===== src/rtl/bfp_normalize_pkg.sv =====
// Shared constants and the output beat type for the block-floating-point normalizer.
package bfp_normalize_pkg;

    localparam int MANT_W  = 24;
    localparam int EXP_W   = 7;
    localparam int EXP_MIN = -64;
    localparam int EXP_MAX = 63;

    typedef struct packed {
        logic signed [MANT_W-1:0] mant;
        logic signed [EXP_W-1:0]  quant_bit;
        logic                     zero_out;
        logic                     uflow;
    } beat_t;

endpackage


===== src/rtl/clz_sign.sv =====
// Leading-sign counter: number of leading bits equal to the MSB, minus one.
module clz_sign #(
    parameter int unsigned W = 32
) (
    input  logic [W-1:0]         word,
    output logic [$clog2(W)-1:0] count
);

    localparam int unsigned CW = $clog2(W);

    logic found;

    always_comb begin
        count = CW'(W - 1);
        found = 1'b0;
        for (int i = W - 2; i >= 0; i--) begin
            if (!found && (word[i] != word[W-1])) begin
                count = CW'(W - 2 - i);
                found = 1'b1;
            end
        end
    end

endmodule


===== src/rtl/bfp_normalize.sv =====
// Two-stage normalizer: S1 registers the input and its leading-sign count, S2 shifts,
// adjusts the exponent, checks underflow and holds the output beat.
module bfp_normalize
    import bfp_normalize_pkg::*;
#(
    parameter int unsigned IN_W = 32
) (
    input  logic              clk,
    input  logic              rst_n,
    input  logic              in_valid,
    output logic              in_ready,
    input  logic [IN_W-1:0]   din,
    input  logic [EXP_W-1:0]  in_exp,
    output logic              out_valid,
    input  logic              out_ready,
    output logic [MANT_W-1:0] mant,
    output logic [EXP_W-1:0]  quant_bit,
    output logic              zero_out,
    output logic              uflow
);

    localparam int unsigned CW = $clog2(IN_W);
    // Wide enough for EXP_MIN - (IN_W-1) without wrapping.
    localparam int unsigned EW = EXP_W + CW + 1;
    localparam logic signed [EW-1:0] E_MIN = EW'(EXP_MIN);

    logic             s1_valid_q;
    logic [IN_W-1:0]  s1_din_q;
    logic [EXP_W-1:0] s1_exp_q;
    logic [CW-1:0]    s1_lzc_q;
    logic [CW-1:0]    lzc;

    logic             out_valid_q;
    beat_t            beat_q;
    beat_t            beat_d;
    logic signed [EW-1:0] e_wide;

    logic s2_advance;
    logic s1_advance;

    assign s2_advance = !out_valid_q || out_ready;
    assign s1_advance = s1_valid_q && s2_advance;
    assign in_ready   = !s1_valid_q || s1_advance;

    clz_sign #(
        .W (IN_W)
    ) u_clz_sign (
        .word  (din),
        .count (lzc)
    );

    always_ff @(posedge clk or negedge rst_n) begin
        if (!rst_n) begin
            s1_valid_q <= 1'b0;
            s1_din_q   <= '0;
            s1_exp_q   <= '0;
            s1_lzc_q   <= '0;
        end else if (in_ready) begin
            s1_valid_q <= in_valid;
            if (in_valid) begin
                s1_din_q <= din;
                s1_exp_q <= in_exp;
                s1_lzc_q <= lzc;
            end
        end
    end

    always_comb begin
        e_wide = {{(EW-EXP_W){s1_exp_q[EXP_W-1]}}, s1_exp_q} - EW'(s1_lzc_q);
        beat_d = '0;
        if (s1_din_q == '0) begin
            beat_d.zero_out = 1'b1;
        end else if (e_wide < E_MIN) begin
            beat_d.zero_out = 1'b1;
            beat_d.uflow    = 1'b1;
        end else begin
            // Truncate the normalized word to its top MANT_W bits, no rounding.
            beat_d.mant      = MANT_W'((s1_din_q << s1_lzc_q) >> (IN_W - MANT_W));
            beat_d.quant_bit = e_wide[EXP_W-1:0];
        end
    end

    always_ff @(posedge clk or negedge rst_n) begin
        if (!rst_n) begin
            out_valid_q <= 1'b0;
            beat_q      <= '0;
        end else if (s2_advance) begin
            out_valid_q <= s1_valid_q;
            if (s1_valid_q) begin
                beat_q <= beat_d;
            end
        end
    end

    assign out_valid = out_valid_q;
    assign mant      = beat_q.mant;
    assign quant_bit = beat_q.quant_bit;
    assign zero_out  = beat_q.zero_out;
    assign uflow     = beat_q.uflow;

endmodule


===== config.mk =====
export PLATFORM = sky130hd
export DESIGN_NAME = bfp_normalize
export DESIGN_NICKNAME = d
export VERILOG_FILES = /design/src/rtl/bfp_normalize_pkg.sv /design/src/rtl/clz_sign.sv /design/src/rtl/bfp_normalize.sv
export SDC_FILE = /design/constraint.sdc
export NUM_CORES = 1
export LEC_CHECK = 0
export ABC_AREA = 1
export BUFFER_PORTS_ARGS = -buffer_cell sky130_fd_sc_hd__buf_2
export CORE_MARGIN = 2
export CORE_UTILIZATION = 35
export DETAILED_ROUTE_END_ITERATION = 8
export PLACE_DENSITY_LB_ADDON = 0.05
export SLEW_MARGIN = 0
export SYNTH_ARGS = -nofsm -noshare
export SYNTH_HDL_FRONTEND = slang
export SYNTH_SLANG_ARGS = --single-unit
export TNS_END_PERCENT = 50

===== constraint.sdc =====
create_clock -name clk -period 7.8 [get_ports clk]
set_input_delay 0.78 -clock clk [delete_from_list [all_inputs] [get_ports clk]]
set_output_delay 0.78 -clock clk [all_outputs]
set_load 0.005 [all_outputs]

==> key figures, run 1 <==
Status
  – Status: finished clean

Logic synthesis
  – Share of the synthesized area in the top cell type: 36.80%
  – Synthesized instance count: between 700 and 800
  – Count leader, synth: nand2_1
  – Mapped Area: approximately 5400 µm²
  – Avg Inst Size Synth: 7.450 µm²
  – EDFF count, synth: 0
  – Synth warn: 0
  – Synth unique cells: 48
  – Primary FF master, synth: dfrtp_1
  – Commonest cells post-synth: 195 x nand2_1, 118 x o21ai_0, 79 x dfrtp_1, 70 x inv_1, 36 x nor2_1
  – Mapped Nets: 770
  – Synth async-reset ratio: 100.0%
  – Seq cells post-synth: 79
  – Synth area leaders: dfrtp_1 37%, nand2_1 14%, o21ai_0 11%, inv_1 4.9%, mux2i_1 4.3%
  – Sequential area share after synthesis: 36.80%
  – Synth area leader: dfrtp_1

Drt
  – Routed vias: 4854
  – Post-route DRC: 0
  – ANT nets after route: 0
  – Wire length per cell: 15.03 µm
  – Vias per inst: 5.035
  – Final wirelength: 14.49 mm
  – Total iterations of the first detailed-routing run: 4
  – DR iter-0 viols: 307

Die
  – Row count: 45
  – Initial Utilization: 35.60%
  – I/O pin total: 78
  – Die W: 127.9 µm
  – Core area: 15090 µm²
  – Die height: about 130 µm
  – DIE AREA: 16350 µm²

Worst setup path
  – Most used cell, CP: a21oi_1
  – WP data required: 8.05 ns
  – Critical path, cell by cell: clkinv_1 -> ha_1 -> a21oi_1 -> inv_1 -> a31oi_1 -> nor2_1 -> nor3_1 -> xor2_1 -> a21oi_1 -> nor2_1 -> inv_1 -> nor4_1 -> a21oi_1 -> o21ai_0
  – Critical Path End Type: flip-flop
  – Crit start category: flip-flop
  – Largest stage delay, worst path: between 0.8 and 0.9 ns
  – CP max stage cell: nor2_1
  – Critical path's top delay family: simple AND/OR/NAND/NOR gates
  – CP arrival: 5.11 ns
  – Worst-path fanout max: 27
  – Setup CP Type: reg -> reg
  – WP buf/inv: 3

Clock tree
  – CTS tree: done
  – Clock sink total: 79
  – Clock buffer count from CTS: 9
  – # hold bufs at CTS: 0
  – Reg clk slew, reported paths: around 0.060 ns
  – Clk buf depth: 2
  – Post_cts resized: 0
  – H-tree depth: 3
  – Setup repair bufs after CTS: 0
  – Worst-Skew Late Latency: approximately 0.33 ns
  – Root buffer cell: clkbuf_16

GRT
  – Total track usage: between 10% and 20%
  – Initial antenna violation count: 0
  – Largest net degree at the start of global routing: 80
  – Vias in the first global route: 4710
  – Total congestion overflow: 0
  – Global-route wire length before repair: 24.19 mm

Timing
  – Min Tclk post-route: 4.859 ns
  – Slew of the pin with the lowest slew margin: 1.120 ns
  – Unrepaired setup endpoints after global routing: no
  – TNS Setup: 0 ns
  – Hold slack: about 0.48 ns
  – F_max: 205.8 MHz
  – Final hold vios: 0
  – # setup viols final: 0
  – Rel. slew slack: between 20 and 30%
  – Crit share post-route: 62.30%
  – Max Slew Vio Count: 0
  – Clk_skew: ~0.0034 ns

Final layout
  – Synthesis-to-finish area growth: 13.84%
  – Layout cells sized above 1: 14.43%
  – Nets@finish: 822
  – Number of diodes: 0
  – Fill cells: 1623
  – Post-Layout Cell Count: 964

Pwr
  – Switching power share of the total: 37.58%
  – Comb power frac: 37.5%
  – Static leakage: about 3 nW
  – Pint: 0.9555 mW
  – Maximum VDD drop: between 0.0001 and 0.00015 V
  – Net switching power figure: ~0.58 mW
  – Clock network power share: 23.8%
  – Sequential power share: 38.7%
  – Cell Pwr Density: around 250 nW/µm²
  – Final total power: about 1.5 mW

Place
  – Placed insts: 950
  – Port Buffers: between 70 and 80
  – RD Place Congestion: 0.8622
  – Detailed placer's ending HPWL: 11.29 mm

Worst hold path
  – Tightest Hold Check Type: reg -> reg

Run
  – Max-Cap Viols: 0
## flip-flops by register name (all words and copies together) (netlist names)
signal      cells
s1_valid_q      1
s1_exp_q        7
uflow           1
zero_out        1
s1_din_q       32
out_valid       1
mant           24
s1_lzc_q        5
quant_bit       7
## through the flow
step                area (µm²)  utilization (%)  worst slack [ns]
floorplan                 5371                -             4.642
global placement          5868            38.89             3.217
detailed placement        5868            38.89             2.994
CTS                       6115            40.52             2.955
global route              6115            40.52             2.228
finish                    6115            40.52             2.941
## cells in the final DEF, fill, tap and decap left out, types with 3 or more instances in the layout
cell type / instances
nor2_4: 5
xor2_1: 3
nand2_1: 195
o221ai_1: 5
a21oi_1: 15
a32o_1: 7
buf_2: 76
clkbuf_16: 9
mux2i_1: 23
clkbuf_1: 3
nand4_1: 10
dfrtp_1: 79
xnor2_1: 26
inv_1: 70
buf_4: 6
o21ai_0: 118
nor2_1: 36
o22ai_1: 4
nor3_1: 5
nand4_4: 5
nand3_1: 13
nor4_1: 10
a22o_1: 5
o211ai_1: 10
ha_1: 5
## worst paths after layout
| check | from | end | slack, ns | cells after the start |
|---|---|---|---|---|
| setup / recovery | s1_lzc_q[3]$_DFFE_PN0P_ | mant[20]$_DFFE_PN0P_ | 2.94 | 14 |
| hold / removal | mant[1]$_DFFE_PN0P_ | mant[1]$_DFFE_PN0P_ | 0.48 | 2 |
| max in group asynchronous | rst_n | s1_din_q[18]$_DFFE_PN0P_ | 6.56 | 1 |
| setup reg to reg | s1_lzc_q[3]$_DFFE_PN0P_ | mant[20]$_DFFE_PN0P_ | 2.94 | 14 |
| min in group asynchronous | rst_n | quant_bit[4]$_DFFE_PN0P_ | 0.62 | 1 |
| hold reg to reg | mant[1]$_DFFE_PN0P_ | mant[1]$_DFFE_PN0P_ | 0.48 | 2 |
## area by class of cell
cell class	instances	area (µm²)	area share, %
multi-input cells	528	2957	48.35
flip-flops and latches	79	1977	32.33
repair buffers	82	425.4	6.957
inverters	73	274.0	4.481
clock buffers	12	236.5	3.867
well taps	188	235.2	3.847
clock inverters	2	10.01	0.1637
## worst min-delay path: cells and delay by family (launching register included)
family	cells	cell delay, ns
AND/OR/NAND/NOR	1	0.05
AO/OA/AOI/OAI	1	0.06
flip-flops	1	0.34
## metal layers
layer  vias up  track usage (%)  wire length [µm]
li1       2522                -                 -
met1      2232            26.49              7475
met2        88            29.00              6410
met3        12            2.421               402
met4         0            5.236               196
met5         -                0                 0
## power by group through the flow
| stage | sequential (mW) | clock [mW] | combinational, mW |
|---|---|---|---|
| 2_1_floorplan | 0.590 | 0 | 0.366 |
| 3_3_place_gp | 0.596 | 0 | 0.577 |
| 3_5_place_dp | 0.602 | 0 | 0.579 |
| 4_1_cts | 0.595 | 0.377 | 0.581 |
| 5_1_grt | 0.608 | 0.391 | 0.655 |
| 6_report | 0.592 | 0.365 | 0.574 |
## logic make-up after synthesis
kind of cell | count (synthesis) | synth area share (%)
buffers and inverters | 114 | 8.153
and+or+nand+nor | 291 | 24.92
muxes | 24 | 4.496
xor gates and xnor gates | 30 | 5.032
adders and majority gates | 6 | 1.537
DFF | 79 | 36.80
AOI/OAI and AO/OA | 177 | 19.05
Power figures use the tool's default switching activity.
==> inputs of run 2 (changes only) <==
--- a/config.mk
+++ b/config.mk
@@ -5,7 +5,7 @@
 export SDC_FILE = /design/constraint.sdc
 export NUM_CORES = 1
 export LEC_CHECK = 0
-export ABC_AREA = 1
+export ABC_AREA = 0
 export BUFFER_PORTS_ARGS = -buffer_cell sky130_fd_sc_hd__buf_2
 export CORE_MARGIN = 2
 export CORE_UTILIZATION = 35
==> constraint.sdc (replaced) <==
create_clock -name clk -period 4.3 [get_ports clk]
set_input_delay 0.43 -clock clk [delete_from_list [all_inputs] [get_ports clk]]
set_output_delay 0.43 -clock clk [all_outputs]
set_load 0.005 [all_outputs]
==> key figures, run 2 <==
Final layout
  – Most frequent cells in the layout: 181 x nand2_1, 78 x dfrtp_1, 76 x buf_2
  – Most common cell after layout, fill and taps aside: nand2_1
  – Fill cells: 1613 (-0.62%)
  – Synthesis-to-finish area growth: 15.00%
  – Register area: 1978 µm² (about the same)
  – Number of diodes: 0 (unchanged)
  – Design area: 6399 µm² (+4.6%)
  – Multi-input gate area: 3308 µm² (+12%)
  – Post-Layout Cell Count: 904 (-6.2%)
  – Reg with most FFs: s1_din_q
  – Max reg flops: 32 (unchanged)
  – Nets@finish: 732 (-11%)
  – Post-layout util: 40.72% (+0.20 points)
  – Layout cells sized above 1: 20.64% (+6.2 points)

Clock tree
  – # hold bufs at CTS: 0 (unchanged)
  – Clock buffer count from CTS: 9 (unchanged)
  – Clk buf depth: 2 (unchanged)
  – Reg clk slew, reported paths: 0.06 ns (about the same)
  – Setup repair bufs after CTS: 0 (unchanged)
  – H-tree depth: 3 (unchanged)
  – Post_cts resized: 0 (unchanged)
  – Worst-Skew Late Latency: 0.34 ns (about the same)
  – Root buffer cell: clkbuf_16
  – Clock sink total: 79 (unchanged)
  – CTS tree: done

Worst setup path
  – CP arrival: 3.83 ns (-1.28 ns)
  – CP max stage cell: dfrtp_1
  – Crit start category: flip-flop
  – Critical Path End Type: flip-flop
  – Largest stage delay, worst path: 0.87 ns (about the same)
  – Critical path, cell by cell: inv_1 -> ha_1 -> a21oi_1 -> o211ai_1 -> and3b_1 -> and2_1 -> a22o_1
  – Setup CP Type: reg -> reg
  – R2R depth: 7 (-7)
  – WP data required: 4.57 ns (-3.48 ns)
  – Worst-path fanout max: 30 (+11%)

Place
  – Post-Place Cell Area: 6053 µm² (+3.2%)
  – RD Place Congestion: 0.8531 (-1.1%)
  – Detailed placer's ending HPWL: 11.67 mm (+3.4%)
  – Placed insts: 888 (-6.5%)
  – Port Buffers: 77 (unchanged)

Logic synthesis
  – Commonest cells post-synth: 181 x nand2_1, 79 x dfrtp_1, 28 x a22o_1, 28 x mux4_2, 27 x a21oi_1
  – Synth async-reset ratio: 100.0% (unchanged)
  – Synth unique cells: 68 (+42%)
  – Primary FF master, synth: dfrtp_1
  – Synth area leader: dfrtp_1
  – Avg Inst Size Synth: 8.832 µm² (+19%)
  – Mapped Nets: 679 (-12%)
  – Synth area leaders: dfrtp_1 36%, nand2_1 12%, mux4_2 11%, a22o_1 4.4%, mux2i_1 3.2%
  – Synthesized instance count: 630 (-13%)
  – Count leader, synth: nand2_1
  – Seq cells post-synth: 79 (unchanged)
  – Mapped Area: 5564 µm² (+3.6%)
  – Synth warn: 0 (unchanged)
  – EDFF count, synth: 0 (unchanged)
  – Share of the synthesized area in the top cell type: 35.53% (-1.3 points)
  – Sequential area share after synthesis: 35.53% (-1.3 points)

Timing
  – Unrepaired setup endpoints after global routing: no
  – TNS Setup: 0 ns (unchanged)
  – Final hold vios: 0 (unchanged)
  – Slew of the pin with the lowest slew margin: 0.9735 ns (-0.1468 ns)
  – F_max: 281.2 MHz (+37%)
  – # setup viols final: 0 (unchanged)
  – Min Tclk post-route: 3.557 ns (-1.302 ns)
  – Rel. slew slack: 35.10% (+10 points)
  – Clk_skew: 0.007755 ns (+0.004346 ns)
  – Crit share post-route: 82.71% (+20 points)
  – Max Slew Vio Count: 0 (unchanged)

GRT
  – Total congestion overflow: 0 (unchanged)
  – Total track usage: 18.86% (+0.47 points)
  – Vias in the first global route: 4763 (+1.1%)
  – Largest net degree at the start of global routing: 80 (unchanged)
  – Global-route wire length before repair: 25.12 mm (+3.8%)
  – Initial antenna violation count: 0 (unchanged)

Die
  – DIE AREA: 16920 µm² (+3.5%)
  – Die height: 130.1 µm (+1.7%)
  – I/O pin total: 78 (unchanged)
  – Initial Utilization: 35.41% (-0.19 points)
  – Die W: 130.1 µm (+1.7%)
  – Row count: 46 (+2.2%)
  – Core area: 15710 µm² (+4.1%)

Drt
  – Post-route DRC: 0 (unchanged)
  – Total iterations of the first detailed-routing run: 4 (unchanged)
  – ANT nets after route: 0 (unchanged)
  – Final wirelength: 15.33 mm (+5.8%)
  – Routed vias: 4851 (-0.062%)
  – Vias per inst: 5.366 (+6.6%)
  – Wire length per cell: 16.96 µm (+13%)
  – DR iter-0 viols: 297 (-3.3%)

Pwr
  – Static leakage: 2.902 nW (-1.7%)
  – Cell Pwr Density: 455.6 nW/µm² (+82%)
  – Final total power: 2.915 mW (+90%)
  – Maximum VDD drop: 0.0002034 V (+93%)

Worst hold path
  – Tightest Hold Check Type: in -> async

Status
  – Status: finished clean

Run
  – Max-Cap Viols: 0 (unchanged)
==> run 2: cell types whose count changed after synthesis, moves of 12 or more <==
| cell | change |
|---|---|
| nand2_1 | -14 |
| o21ai_0 | -92 |
| a22o_1 | +23 |
| inv_1 | -58 |
| mux4_2 | +28 |
| a21oi_1 | +12 |
| nor2_1 | -17 |
| xnor2_1 | -24 |
==> run 2: worst paths after layout <==
check / start / end / slack [ns]
max: s1_lzc_q[3]$_DFFE_PN0P_ / mant[5]$_DFFE_PN0P_ / 0.74
min: rst_n / quant_bit[2]$_DFFE_PN0P_ / 0.26
min reg2reg: uflow$_DFFE_PN0P_ / uflow$_DFFE_PN0P_ / 0.48
max in group asynchronous: rst_n / s1_lzc_q[0]$_DFFE_PN0P_ / 3.38
max reg2reg: s1_lzc_q[3]$_DFFE_PN0P_ / mant[5]$_DFFE_PN0P_ / 0.74
min in group clk: in_exp[6] / s1_exp_q[6]$_DFFE_PN0P_ / 0.28
==> run 2: final cells by class <==
cell class | count | share of cell area [%]
multi-input combinational | 495 | 51.70
sequential | 79 | 30.92
timing repair buffer | 85 | 7.000
tap | 216 | 4.224
clock buffer | 9 | 3.520
clock inverter | 7 | 1.877
inverter | 13 | 0.7626
==> run 2: cell families after synthesis <==
group                      share of synthesized area [%]
AOI/OAI and AO/OA                                  17.45
xor gates and xnor gates                          0.7872
adders and majority gates                          1.484
buffers and inverters                              5.014
DFF                                                35.53
muxes                                              16.19
and+or+nand+nor                                    23.54
==> run 2: critical path: cells and delay by family, from the launching register on <==
| family | cells | cell delay [ns] |
|---|---|---|
| AOI/OAI and AO/OA | 3 | 0.53 |
| adders and majority gates | 1 | 0.48 |
| buffers and inverters | 1 | 0.44 |
| DFF | 1 | 0.87 |
| and+or+nand+nor | 2 | 1.16 |
==> run 2: power breakdown <==
group	internal, mW	total [mW]	switching, mW	leakage [nW]
combinational	0.465	0.986	0.521	1.75
clock	0.569	0.882	0.313	0.166
sequential	0.905	1.05	0.143	0.982
==> run 2: metal layers <==
layer	global-route usage, %	up-vias	part of all wire [%]
met5	0	-	0
met4	4.744	0	1.2
met3	2.624	13	4.1
met2	30.49	128	46
met1	26.79	2308	49
li1	-	2402	-
==> run 2: per-stage QoR <==
step                hold slack, ns  setup WS (ns)
global placement            0.4576         0.9576
global route                0.2811         0.3464
CTS                         0.2636         0.7496
detailed placement          0.4738         0.7610
finish                      0.2556         0.7434
floorplan                   0.1344          1.484
